### src/rtl/p1_handed_pkg.sv
// Shared game-phase and hand-ownership types for the p1_handed hand tracker.
package p1_handed_pkg;

    localparam int unsigned CNT_W_DEF = 8;

    typedef enum logic [2:0] {
        IDLE      = 3'b000,
        P1_TURN   = 3'b001,
        P1_ACTION = 3'b010,
        P2_TURN   = 3'b011,
        P2_ACTION = 3'b100,
        RESOLVE   = 3'b101,
        GAME_OVER = 3'b110,
        RESERVED  = 3'b111
    } game_state_e;

    typedef enum logic [1:0] {
        NONE = 2'b00,
        P1   = 2'b01,
        P2   = 2'b10
    } owner_e;

    // Ownership implied by a game phase; RESOLVE and RESERVED keep the current owner.
    function automatic owner_e next_owner(input game_state_e st, input owner_e cur);
        owner_e nxt;
        nxt = cur;
        case (st)
            P1_TURN, P1_ACTION: nxt = P1;
            P2_TURN, P2_ACTION: nxt = P2;
            IDLE, GAME_OVER:    nxt = NONE;
            default:            nxt = cur;
        endcase
        return nxt;
    endfunction

endpackage

### src/rtl/p1_handed_sat.sv
// Saturating up-counter: counts inc pulses, sticks at all-ones, synchronous active-low reset.
module sat_counter #(
    parameter int unsigned W = 8
) (
    input  logic         clk,
    input  logic         rst_n,
    input  logic         inc,
    output logic [W-1:0] cnt
);

    always_ff @(posedge clk) begin
        if (!rst_n) begin
            cnt <= '0;
        end else if (inc && (cnt != {W{1'b1}})) begin
            cnt <= cnt + W'(1);
        end
    end

endmodule

### src/rtl/p1_handed.sv
// Tracks which player holds the hand from the game FSM phase, flags direct handovers.
// Define P1_HANDED_HANDOVER_CNT_EN to build the saturating handover counter.
module p1_handed
    import p1_handed_pkg::*;
#(
    parameter int unsigned CNT_W = CNT_W_DEF
) (
    input  logic             clk,
    input  logic             rst_n,
    input  logic [2:0]       state,
    output logic             p1handed,
    output logic             p2handed,
    output logic             handover,
    output logic             illegal,
    output logic [CNT_W-1:0] handover_cnt
);

    owner_e      owner;
    owner_e      owner_d;
    game_state_e st;
    logic        handover_d;

    // Next owner and direct player-to-player transfer detection
    always_comb begin
        st         = game_state_e'(state);
        owner_d    = next_owner(st, owner);
        handover_d = ((owner == P1) && (owner_d == P2)) ||
                     ((owner == P2) && (owner_d == P1));
    end

    always_ff @(posedge clk) begin
        if (!rst_n) begin
            owner    <= NONE;
            p1handed <= 1'b0;
            p2handed <= 1'b0;
            handover <= 1'b0;
            illegal  <= 1'b0;
        end else begin
            owner    <= owner_d;
            p1handed <= (owner_d == P1);
            p2handed <= (owner_d == P2);
            handover <= handover_d;
            illegal  <= (st == RESERVED);
        end
    end

`ifdef P1_HANDED_HANDOVER_CNT_EN
    // Count advances on the same edge that raises the handover pulse
    sat_counter #(
        .W (CNT_W)
    ) u_cnt (
        .clk   (clk),
        .rst_n (rst_n),
        .inc   (handover_d),
        .cnt   (handover_cnt)
    );
`else
    assign handover_cnt = '0;
`endif

endmodule

### config.mk
export PLATFORM = sky130hd
export DESIGN_NAME = p1_handed
export DESIGN_NICKNAME = d
export VERILOG_FILES = /design/src/rtl/p1_handed_pkg.sv /design/src/rtl/p1_handed_sat.sv /design/src/rtl/p1_handed.sv
export SDC_FILE = /design/constraint.sdc
export NUM_CORES = 1
export LEC_CHECK = 0
export ABC_AREA = 1
export CORE_AREA = 2 2 39 41
export CTS_BUF_LIST = sky130_fd_sc_hd__clkbuf_8
export CTS_CLUSTER_SIZE = 24
export DETAILED_ROUTE_END_ITERATION = 8
export DIE_AREA = 0 0 41 43
export PLACE_DENSITY = 0.65
export SYNTH_ARGS = -nofsm -noshare
export SYNTH_HDL_FRONTEND = slang
export SYNTH_SLANG_ARGS = --single-unit
export TNS_END_PERCENT = 100
### constraint.sdc
create_clock -name clk -period 0.8 [get_ports clk]
set_input_delay 0.16 -clock clk [delete_from_list [all_inputs] [get_ports clk]]
set_output_delay 0.16 -clock clk [all_outputs]
set_load 0.01 [all_outputs]
==> results of run 1 <==
-- final cells by class --
class / instances / area share
Timing Repair Buffer: 11 / 0.178
Inverter: 8 / 0.0669
Tap cell: 16 / 0.0446
Clock buffer: 3 / 0.0919
Sequential cell: 6 / 0.273
Multi-Input combinational cell: 32 / 0.345
-- cells in the final DEF (no fill, tap or decap), types with 2 or more instances in the layout --
master / n
sky130_fd_sc_hd__buf_2: 3
sky130_fd_sc_hd__buf_4: 3
sky130_fd_sc_hd__clkbuf_2: 2
sky130_fd_sc_hd__clkbuf_8: 3
sky130_fd_sc_hd__conb_1: 8
sky130_fd_sc_hd__dfxtp_1: 4
sky130_fd_sc_hd__dfxtp_2: 2
sky130_fd_sc_hd__inv_1: 6
sky130_fd_sc_hd__inv_2: 2
sky130_fd_sc_hd__nand2_1: 10
sky130_fd_sc_hd__nand2_2: 2
sky130_fd_sc_hd__nand3_1: 2
sky130_fd_sc_hd__nand4_1: 2
sky130_fd_sc_hd__nor2_1: 4
-- power groups by stage --
stage | sequential [uW] | combinational, uW | clock, uW
2_1_floorplan | 328 | 99.0 | 0
3_3_place_gp | 323 | 132 | 0
3_5_place_dp | 324 | 134 | 0
4_1_cts | 321 | 128 | 459
5_1_grt | 323 | 154 | 484
6_report | 322 | 136 | 446
-- stage by stage --
stage,hold slack (ns),std cells,power [uW]
2_1_floorplan,0.274,54,427
3_3_place_gp,0.533,72,455
3_5_place_dp,0.533,72,458
4_1_cts,0.338,75,907
5_1_grt,0.227,76,961
6_report,0.199,76,903
-- flip-flops by register name (all words and copies together), names as in the netlist --
signal	cells
illegal	1
p2handed	1
p1handed	1
owner	2
handover	1
-- kinds of logic after synthesis --
logic type | count (synthesis)
and+or+nand+nor | 22
buffers and inverters | 16
DFF | 6
AOI/OAI and AO/OA | 2
other | 1
-- worst min path at each step --
stage                     startpoint       end  slack (ns)  depth (start not counted)
after CTS                   state[2]   illegal        0.34                          3
after global routing        state[2]   illegal        0.23                          3
after detailed placement    owner[0]  handover        0.53                          4
final                       state[2]   illegal        0.20                          3
after floorplan             state[2]   illegal        0.27                          2
after global placement      owner[0]  handover        0.53                          4
-- timing repair --
item / CTS / global route
resized for setup: 28 / 5
setup buffers: 0 / 1
setup endpoints to repair: 10 / 9
pin swaps: 3 / 4
-- synthesized netlist by cell type (all sizes together) --
master / number / share of area
nand4: 2 / 0.038
o211ai: 1 / 0.038
conb: 1 / 0.011
o21ai: 1 / 0.027
buf: 8 / 0.18
nor2: 5 / 0.065
nand2: 12 / 0.14
dfxtp: 6 / 0.37
inv: 8 / 0.091
nand3: 3 / 0.046
-- routing by layer --
metal  global-route usage  up-vias  routed length, um
met4                0.100        0                 33
li1                     -      153                  -
met3               0.0628        4                 86
met1               0.0833      133                225
met5                    0        -                  0
met2                0.131       17                270
==> flow_metrics.tcl, run 1 <==
set metrics [dict create \
    drive_above_1_share 0.383 \
    route.final.wire_length_um 616 \
    viasPerCell 4.04 \
    row_count 14 \
    cts_hold_buf 0 \
    clock_tree_from_tritoncts "yes" \
    setup_repair_after_global_routing_missed_its_margin "yes" \
    vdd_drop_max_mv 0.754 \
    yosysUniqueCellTypes 11 \
    power_per_cell_area_mw_per_mm2 2010 \
    crit_path_top_delay_cell "sky130_fd_sc_hd__dfxtp_2" \
    synthXorXnorAreaFrac 0 \
    antenna_left 0 \
    static_leakage_power_uw 0.000250 \
    io_pins 17 \
    fmax_ghz 1.25 \
    final-max-slew-violation-count 0 \
    cts.htree.levels 1 \
    drtIter0Drc 3 \
    drc_errors 0 \
    r2r_cells 4 \
    numClockSinks 6 \
    synthCells 47 \
    dominant_combinational_cell_family_by_area_after_synthesis "simple AND/OR/NAND/NOR gates" \
    hpwl_um 479 \
    synth_compound_area_frac 0.0646 \
    design_area_um2 449 \
    postLayoutSetupSlackWorst_ns 0.000568 \
    multi_input_comb_area_um2 155 \
    wl_per_cell_um 8.11 \
    post_synth_mux_area_share 0 \
    finalCriticalPeriod_ns 0.799 \
    chipWidth_um 41 \
    worst_ep_arrival_time_ns 0.64 \
    timing.setup.critical_path_class "register to output pin" \
    crit_fanout 1 \
    insertion_delay_ns 0.22 \
    synth_area_per_cell_um2 7.00 \
    power_switching_share 0.232 \
    routed-via-count 307 \
    grt_antenna_before_repair 0 \
    power.share.sequential 0.356 \
    clk_pin_slew_ns 0.03 \
    status "complete, no violations" \
    rr_startpoint "owner[0]" \
    class_of_the_most_critical_hold_timing_path "input pin to register" \
    crit_buf_inv 1 \
    crit_path_end "p1handed" \
    finalWeightedCongestion 0.686 \
    clock-skew-final_ns 0.000593 \
    synthesized_area_fraction_occupied_by_and_or_nand_nor_cells 0.285 \
    p_int_uw 693 \
    worst-endpoint-required_ns 0.64 \
    portBuffers 8 \
    pwr-share-clk 0.493 \
    antenna-diode-count 0 \
    finalCoreUtilization 0.325 \
    gr-usage-all-layers 0.0953 \
    worst-r2r-setup-slack_ns 0.02 \
    areaGrowthSynthToFinish_pct 36.5 \
    grt_pass1_wl_mm 1.00 \
    setup-violations-final 0 \
    fillers 155 \
    post_synth_fa_ha_maj_area_fraction 0 \
    path_depth 1 \
    cts_root_buf "sky130_fd_sc_hd__clkbuf_8" \
    synthesis.area_um2 329 \
    die-area_mm2 0.00176 \
    num-nets-final 67 \
    initial_utilization 0.238 \
    yosys_reg_bits 6 \
    number_of_cts_inserted_buffers 3 \
    dp_slack_ns -0.517 \
    power.combinational.fraction 0.150 \
    setup.worst_path.start_class "register" \
    grt_start_max_net_pins 6 \
    post-route-period-util 0.999 \
    netSwitchingPower_uw 210 \
    endpoint_of_the_lowest_slack_register_to_register_path "p2handed" \
    number_of_global_route_vias_before_repair 260 \
    dpl_cell_area_um2 410 \
    globalRoute.totalOverflow 0 \
    max_cap_violations 0 \
    final_hold_viol_count 0 \
    startpoint "p1handed" \
    drt_first_pass_iters 4 \
    core_area_mm2 0.00138 \
    worst_path_cell_chain "buf_6" \
    critical-path-max-stage-delay_ns 0.31 \
    synth_warnings 0 \
    totalNegativeSetupSlack_ns 0 \
    worst_setup_path_end_kind "output pin" \
    final-seq-area_um2 123 \
    critical-path-top-delay-family "flip-flops" \
    ctsLongestPathBuffers 2 \
    synth.yosys.seq_area_share 0.365 \
    die_height_um 43 \
]
Power figures use the tool's default switching activity.
==> run 2, diff against run 1 <==
- PLACE_DENSITY: 0.65 -> 0.63
- clock period: 0.8 -> 1.01 ns (I/O delays scaled with it)
==> flow_metrics.tcl, run 2 (synthesis results as in run 1) <==
set metrics [dict create \
    worst-r2r-setup-slack_ns 0.23 \
    portBuffers 8 \
    grt_pass1_wl_um 876 \
    endpoint_of_the_lowest_slack_register_to_register_path "p1handed" \
    hold_path_end "illegal" \
    max_cap_violations 0 \
    grt_antenna_before_repair 0 \
    setup.worst_path.start_class "register" \
    row_count 14 \
    number_of_global_route_vias_before_repair 238 \
    worst_ep_arrival_time_ns 0.78 \
    clk_pin_slew_ns 0.04 \
    most-common-layout-cells "11 x sky130_fd_sc_hd__nand2_1, 8 x sky130_fd_sc_hd__inv_1, 8 x sky130_fd_sc_hd__conb_1" \
    power_per_cell_area_mw_per_mm2 1580 \
    final_hold_viol_count 0 \
    final-max-slew-violation-count 0 \
    fillers 156 \
    hpwl_um 452 \
    die_height_um 43 \
    ctsLongestPathBuffers 2 \
    pwr-share-clk 0.501 \
    class_of_the_most_critical_hold_timing_path "input pin to register" \
    wl_per_cell_um 7.43 \
    drtIter0Drc 2 \
    antenna_left 0 \
    core_area_mm2 0.00138 \
    drive_above_1_share 0.186 \
    antenna-diode-count 0 \
    cts_hold_buf 0 \
    finalWeightedCongestion 0.709 \
    power.combinational.fraction 0.140 \
    crit_path_top_delay_cell "sky130_fd_sc_hd__dfxtp_1" \
    viasPerCell 3.77 \
    globalRoute.totalOverflow 0 \
    timing.hold.worst.start "state[0]" \
    largest_register_ffs 2 \
    static_leakage_power_uw 0.000255 \
    areaGrowthSynthToFinish_pct 35.7 \
    num-nets-final 66 \
    report.power.total_uw 705 \
    whs_path_depth 4 \
    initial_utilization 0.238 \
    path_depth 1 \
    number_of_cts_inserted_buffers 3 \
    rr_startpoint "owner[0]" \
    fmax_ghz 1.02 \
    post-cts-setup-buffer-count 0 \
    chipWidth_um 41 \
    numClockSinks 6 \
    gr-usage-all-layers 0.0783 \
    cts_root_buf "sky130_fd_sc_hd__clkbuf_8" \
    worst_setup_path_end_kind "output pin" \
    route.final.wire_length_um 557 \
    cts_resized 8 \
    timing.setup.critical_path_class "register to output pin" \
    worst-endpoint-required_ns 0.81 \
    setup_repair_after_global_routing_missed_its_margin "no" \
    finalCriticalPeriod_ns 0.979 \
    power_switching_share 0.230 \
    netSwitchingPower_uw 162 \
    clock-skew-final_ns 0.00225 \
    drt_first_pass_iters 3 \
    setup-violations-final 0 \
    clock_tree_from_tritoncts "yes" \
    worst_path_cell_chain "dlygate4sd2_1" \
    die-area_mm2 0.00176 \
    vdd_drop_max_mv 0.647 \
    dpl_cell_area_um2 410 \
    r2r_cells 4 \
    most_common_cell_after_layout_fill_and_taps_aside "sky130_fd_sc_hd__nand2_1" \
    insertion_delay_ns 0.22 \
    status "complete, no violations" \
    drc_errors 0 \
    grt_start_max_net_pins 6 \
    crit_fanout 1 \
    p_int_uw 543 \
    io_pins 17 \
    layoutNonFillerInstCount 75 \
    post-route-period-util 0.970 \
    regMostFlops "owner" \
    critical-path-max-stage-delay_ns 0.29 \
    power.share.sequential 0.359 \
    critical-path-top-delay-family "flip-flops" \
    design_area_um2 447 \
    totalNegativeSetupSlack_ns 0 \
    crit_buf_inv 1 \
    place.detailed.instances 72 \
    cts.htree.levels 1 \
    routed-via-count 283 \
]
-- run 2: changes by cell type in the layout (fill, tap and decap cells not counted), moves of 2 or more --
cell                            before  now
sky130_fd_sc_hd__dlygate4sd2_1       0    6
sky130_fd_sc_hd__buf_2               3    0
sky130_fd_sc_hd__dfxtp_1             4    6
sky130_fd_sc_hd__dfxtp_2             2    0
sky130_fd_sc_hd__inv_1               6    8
sky130_fd_sc_hd__inv_2               2    0
-- run 2: routing by layer --
metal  vias to the layer above  part of all wire  global-route usage
met3                         0              0.10              0.0785
li1                        150                 -                   -
met2                        13              0.50               0.103
met1                       120              0.40              0.0868
met5                         -                 0                   0
met4                         0                 0              0.0200
-- run 2: worst register-to-register path: cells and delay by family, from the launching register on --
kind,cells,cell delay [ns]
simple gates,2,0.17
flops,1,0.32
buf+inv,1,0.06
compound gates,1,0.17
-- run 2: worst max path at each step --
stage,start,endpoint,slack (ns)
after floorplan,owner[1],p2handed,0.28
after global placement,state[0],p2handed,-0.31
after detailed placement,state[0],p1handed,-0.32
after CTS,p2handed,p2handed,0.02
after global routing,illegal,illegal,0.004
final,p2handed,p2handed,0.03
-- run 2: final cells by class --
cell class,count,area [um^2],share of cell area
inverter,8,30.0,0.0672
clock buffer,3,41.3,0.0924
sequential,6,120,0.269
tap,16,20.0,0.0448
timing repair buffer,10,82.6,0.185
multi-input combinational,32,153,0.342
-- run 2: power by group through the flow --
stage	clock, uW	combinational (uW)	sequential, uW
2_1_floorplan	0	78.4	260
3_3_place_gp	0	104	257
3_5_place_dp	0	105	257
4_1_cts	367	98.1	253
5_1_grt	374	114	253
6_report	353	98.9	253
-- run 2: stage by stage --
stage / setup WS (ns) / hold WS [ns] / utilization
finish: 0.0307 / 0.399 / 0.323
detailed placement: -0.315 / 0.548 / 0.297
floorplan: 0.281 / 0.316 / -
global route: 0.00430 / 0.419 / 0.323
global placement: -0.314 / 0.539 / 0.297
CTS: 0.0198 / 0.401 / 0.322
